File: src/rtl/fifo_rd_stream.sv
// Converts a 1-cycle-latency FIFO read port (re/empty) into a valid/ready stream with burst framing (m_last).
// Latency: 2 cycles from fifo_empty falling to m_valid; sustains one beat per cycle.
// Backpressure: a 2-entry skid buffer absorbs the in-flight read; no read is issued that could overflow it.
// Optional m_parity output is enabled by defining FIFO_RD_STREAM_PARITY_EN.
module fifo_rd_stream #(
    parameter int DATA_W    = 32,
    parameter int BURST_LEN = 8
) (
    input  logic              clk,
    input  logic              rst,
    input  logic              fifo_empty,
    output logic              fifo_re,
    input  logic [DATA_W-1:0] fifo_rd_data,
    output logic              m_valid,
    input  logic              m_ready,
    output logic [DATA_W-1:0] m_data,
    output logic              m_last
`ifdef FIFO_RD_STREAM_PARITY_EN
    ,
    output logic              m_parity
`endif
);

    localparam int BEAT_W = (BURST_LEN > 1) ? $clog2(BURST_LEN) : 1;
    localparam logic [BEAT_W-1:0] LAST_BEAT = BEAT_W'(BURST_LEN - 1);

    logic [1:0]        cnt;
    logic              inflight;
    logic [DATA_W-1:0] buf0;
    logic [DATA_W-1:0] buf1;
    logic [BEAT_W-1:0] beat;

    logic              pop;
    logic [2:0]        occ_next;
    logic [DATA_W-1:0] buf0_nxt;
    logic [DATA_W-1:0] buf1_nxt;

    assign pop      = m_valid & m_ready;
    assign occ_next = {1'b0, cnt} + {2'b00, inflight} - {2'b00, pop};
    assign fifo_re  = !rst & !fifo_empty & (occ_next < 3'd2);

    assign m_valid  = (cnt != 2'd0);
    assign m_data   = buf0;
    assign m_last   = m_valid & (beat == LAST_BEAT);

`ifdef FIFO_RD_STREAM_PARITY_EN
    assign m_parity = m_valid & (^m_data);
`endif

    // occ_next already counts the arriving word, so it lands in slot occ_next-1
    always_comb begin
        buf0_nxt = pop ? buf1 : buf0;
        buf1_nxt = buf1;
        if (inflight) begin
            if (occ_next == 3'd1) begin
                buf0_nxt = fifo_rd_data;
            end else begin
                buf1_nxt = fifo_rd_data;
            end
        end
    end

    always_ff @(posedge clk or posedge rst) begin
        if (rst) begin
            cnt      <= 2'd0;
            inflight <= 1'b0;
            buf0     <= '0;
            buf1     <= '0;
            beat     <= '0;
        end else begin
            cnt      <= occ_next[1:0];
            inflight <= fifo_re;
            buf0     <= buf0_nxt;
            buf1     <= buf1_nxt;
            if (pop) begin
                beat <= (beat == LAST_BEAT) ? '0 : beat + BEAT_W'(1);
            end
        end
    end

endmodule

File: config.mk
export PLATFORM = sky130hd
export DESIGN_NAME = fifo_rd_stream
export DESIGN_NICKNAME = d
export VERILOG_FILES = /design/src/rtl/fifo_rd_stream.sv
export SDC_FILE = /design/constraint.sdc
export NUM_CORES = 1
export LEC_CHECK = 0
export ABC_CLOCK_PERIOD_IN_PS = 9600
export BUFFER_PORTS_ARGS = -buffer_cell sky130_fd_sc_hd__buf_4
export CAP_MARGIN = 40
export CORE_UTILIZATION = 45
export CTS_CLUSTER_SIZE = 16
export DETAILED_ROUTE_END_ITERATION = 12
export GPL_ROUTABILITY_DRIVEN = 0
export GPL_TIMING_DRIVEN = 0
export PLACE_DENSITY_LB_ADDON = 0.08
export SYNTH_ARGS = -nofsm -noshare
export SYNTH_HDL_FRONTEND = slang
export SYNTH_SLANG_ARGS = --single-unit
File: constraint.sdc
create_clock -name clk -period 9.6 [get_ports clk]
set_clock_uncertainty 0.05 [all_clocks]
set_input_delay 1.44 -clock clk [delete_from_list [all_inputs] [get_ports clk]]
set_output_delay 1.44 -clock clk [all_outputs]
set_load 0.01 [all_outputs]
==> qor.txt <==
total of hold buffers inserted after clock tree synthesis: 0
antenna-violating nets left: 0
Total Nets Final: 323
overall routed net length: 5.67 mm
startpoint type of the worst setup path: input pin
ratio of cells with drive above 1 in the final layout: 68.1%
Synth Warn #: 0
number of instances in the synthesized netlist: 201
H-tree levels: 3
count of endpoints failing setup in the final report: 0
antenna violations before repair: 0
Multi-input gate area: 1360 µm²
fill cell count: 574
final routed wire length divided by cell count: 14.8 µm
vias per cell: 4.83
type of the worst setup path: in2out
worst endpoint required time: 8.11 ns
critical path fanouts, max: 10
final-report max-slew violation count: 0
count of instances resized after the clock tree is built: 0
Synth Area per Inst: 15.9 µm²
setup repair after global routing missed its margin: no
setup TNS after final layout: 0 ns
CP endpoint kind: output port
die outline area: 7450 µm²
via count of the routed design: 1855
number of library cell types mapped by synthesis: 19
critical path arrival: 3.76 ns
Post-route DRC: 0
path type of the worst min-delay path: reg2reg
Pwr per Cell Area: 335 nW/µm²
number of core rows: 30
Remaining Overflow, GRT: 0
area post-placement: 3870 µm²
final critical path time including I/O delays and setup: 5.25 ns
Max transition margin: 70.8%
later-pin clock latency in the skew report: 0.34 ns
number of sinks on the clock net: 70
Cell Area, Synth: 3200 µm²
setup fix buffers added after clock tree synthesis: 0
core outline area: 6830 µm²
FMAX: 190 MHz
status: finished clean
antenna cell count: 0
post-synthesis sequential area ratio: 54.8%
number of buffer cells added on primary ports: 70
Detailed Route Iter0 Violations: 57
Tcrit/Tclk final: 54.7%
starting density of the core: 46.8%
number of buffers inserted during clock tree synthesis: 9
die height: 86.3 µm
vias in the first global route: 1950
#FFs+latches synth: 70
post-synthesis to final-layout area growth: 26.8%
number of iterations in the first detailed-routing pass: 4
area taken by flip-flops and latches: 1750 µm²
Hold Violations, Final: 0
maximum vdd drop: 0.170 mV
total nets after synthesis: 241
HPWL after detailed placement: 3.96 mm
first-pass GRT wire length: 9.47 mm
TritonCTS clock tree: done
total I/O pin count: 71
overall routing resource usage: 17.0%
clock tree root buffer cell: sky130_fd_sc_hd__clkbuf_8
slew of the pin with the lowest slew margin: 0.435 ns
clock transition at the registers of the reported paths: 0.07 ns
Max Cap Viol: 0
largest net degree at the start of global routing: 65
maximum buffer depth of the clock tree: 2
Static Leakage: 2.00 nW
width of the die: 86.3 µm
fin area: 4050 µm²
-- registers in the layout, indices dropped and copies added (netlist names) --
register and cells:
inflight 1, buf1 32, m_data 32, beat 3
cnt 2
-- worst paths after layout --
kind                            cells past startpoint  slack (ns)    endpoint     start
worst max-delay path                               10        4.35     fifo_re   m_ready
worst min-delay path                                1        0.45    buf1[18]  buf1[18]
worst max register to register                     11        5.91     buf1[8]    cnt[0]
worst min register to register                      1        0.45    buf1[18]  buf1[18]
max in group asynchronous                           3        8.05  m_data[21]       rst
min in group asynchronous                           2        0.94     buf1[4]       rst
-- report_power, final --
part	switching [mW]	internal (mW)
sequential	0.0740	0.448
clock	0.104	0.118
combinational	0.213	0.399
total	0.392	0.966
-- synth_stat cells, drive strengths merged --
cell type	n	area share, %
dfrtp	70	55
xnor2	1	0.27
nand2b	2	0.39
ha	3	1.2
buf	11	2.5
fa	1	0.63
or3	1	0.20
inv	2	0.23
a21o	1	0.23
and2	1	0.20
mux2	97	38
or2	2	0.39
nor4	1	0.20
o21ai	3	0.47
nor3	1	0.16
nand2	4	0.47
-- worst max-delay path: stages --
cell and delay [ns]:
sky130_fd_sc_hd__buf_4 0.10, sky130_fd_sc_hd__o21ai_0 0.16, sky130_fd_sc_hd__buf_2 0.33, sky130_fd_sc_hd__buf_2 0.28, sky130_fd_sc_hd__or2_2 0.17, sky130_fd_sc_hd__nand2_1 0.05
sky130_fd_sc_hd__ha_1 0.18, sky130_fd_sc_hd__fa_1 0.50, sky130_fd_sc_hd__nor4_1 0.36, sky130_fd_sc_hd__buf_4 0.18
-- layout make-up --
type | count | share of cell area (%)
Tap cell | 96 | 2.96
Buffer | 11 | 1.98
Sequential cell | 70 | 43.2
Inverter | 2 | 0.247
Timing Repair Buffer | 71 | 13.6
Clock inverter | 5 | 1.23
Clock buffer | 11 | 3.24
Multi-Input combinational cell | 118 | 33.5
-- routing by layer --
metal  vias to the layer above  wire length [µm]  GRT usage, %  share of wire [%]
met5                         -                 0             0                  0
met4                         0                76          5.91                1.3
met3                         7               357          6.67                6.3
met2                        47              2750          27.0                 48
met1                       922              2480          21.1                 44
li1                        879                 -             -                  -
-- metrics by stage --
step | hold WS [ns] | power [mW] | instances | util, % | setup slack, ns
global route | 0.470 | 1.45 | 384 | 59.3 | 4.10
finish | 0.453 | 1.36 | 384 | 59.3 | 4.35
global placement | 0.421 | 1.13 | 367 | 56.2 | 4.34
CTS | 0.457 | 1.38 | 384 | 59.3 | 4.31
detailed placement | 0.440 | 1.15 | 368 | 56.7 | 4.32
floorplan | 0.404 | 0.948 | 201 | - | 4.75
-- cells by family (layout without fill, tap and decap cells) --
kind of cell	after synthesis	in the layout	synth area share (%)
compound gates	4	4	0.704
xor+xnor	1	1	0.274
fa+ha+maj	4	4	1.80
mux	97	97	37.7
buf+inv	13	100	2.74
flops	70	70	54.8
simple gates	12	12	2.00
-- cell usage in the layout (no fill, tap or decap), types with 2 or more instances in the layout --
cell	count
sky130_fd_sc_hd__nand2b_1	2
sky130_fd_sc_hd__buf_2	7
sky130_fd_sc_hd__clkinv_2	4
sky130_fd_sc_hd__buf_4	70
sky130_fd_sc_hd__mux2_4	30
sky130_fd_sc_hd__or2_2	2
sky130_fd_sc_hd__ha_1	3
sky130_fd_sc_hd__dfrtp_1	70
sky130_fd_sc_hd__clkbuf_8	9
sky130_fd_sc_hd__buf_6	4
sky130_fd_sc_hd__clkbuf_1	2
sky130_fd_sc_hd__mux2_2	67
sky130_fd_sc_hd__o21ai_0	2
sky130_fd_sc_hd__nand2_1	4
Note: power is estimated with default switching activity, not from simulation.
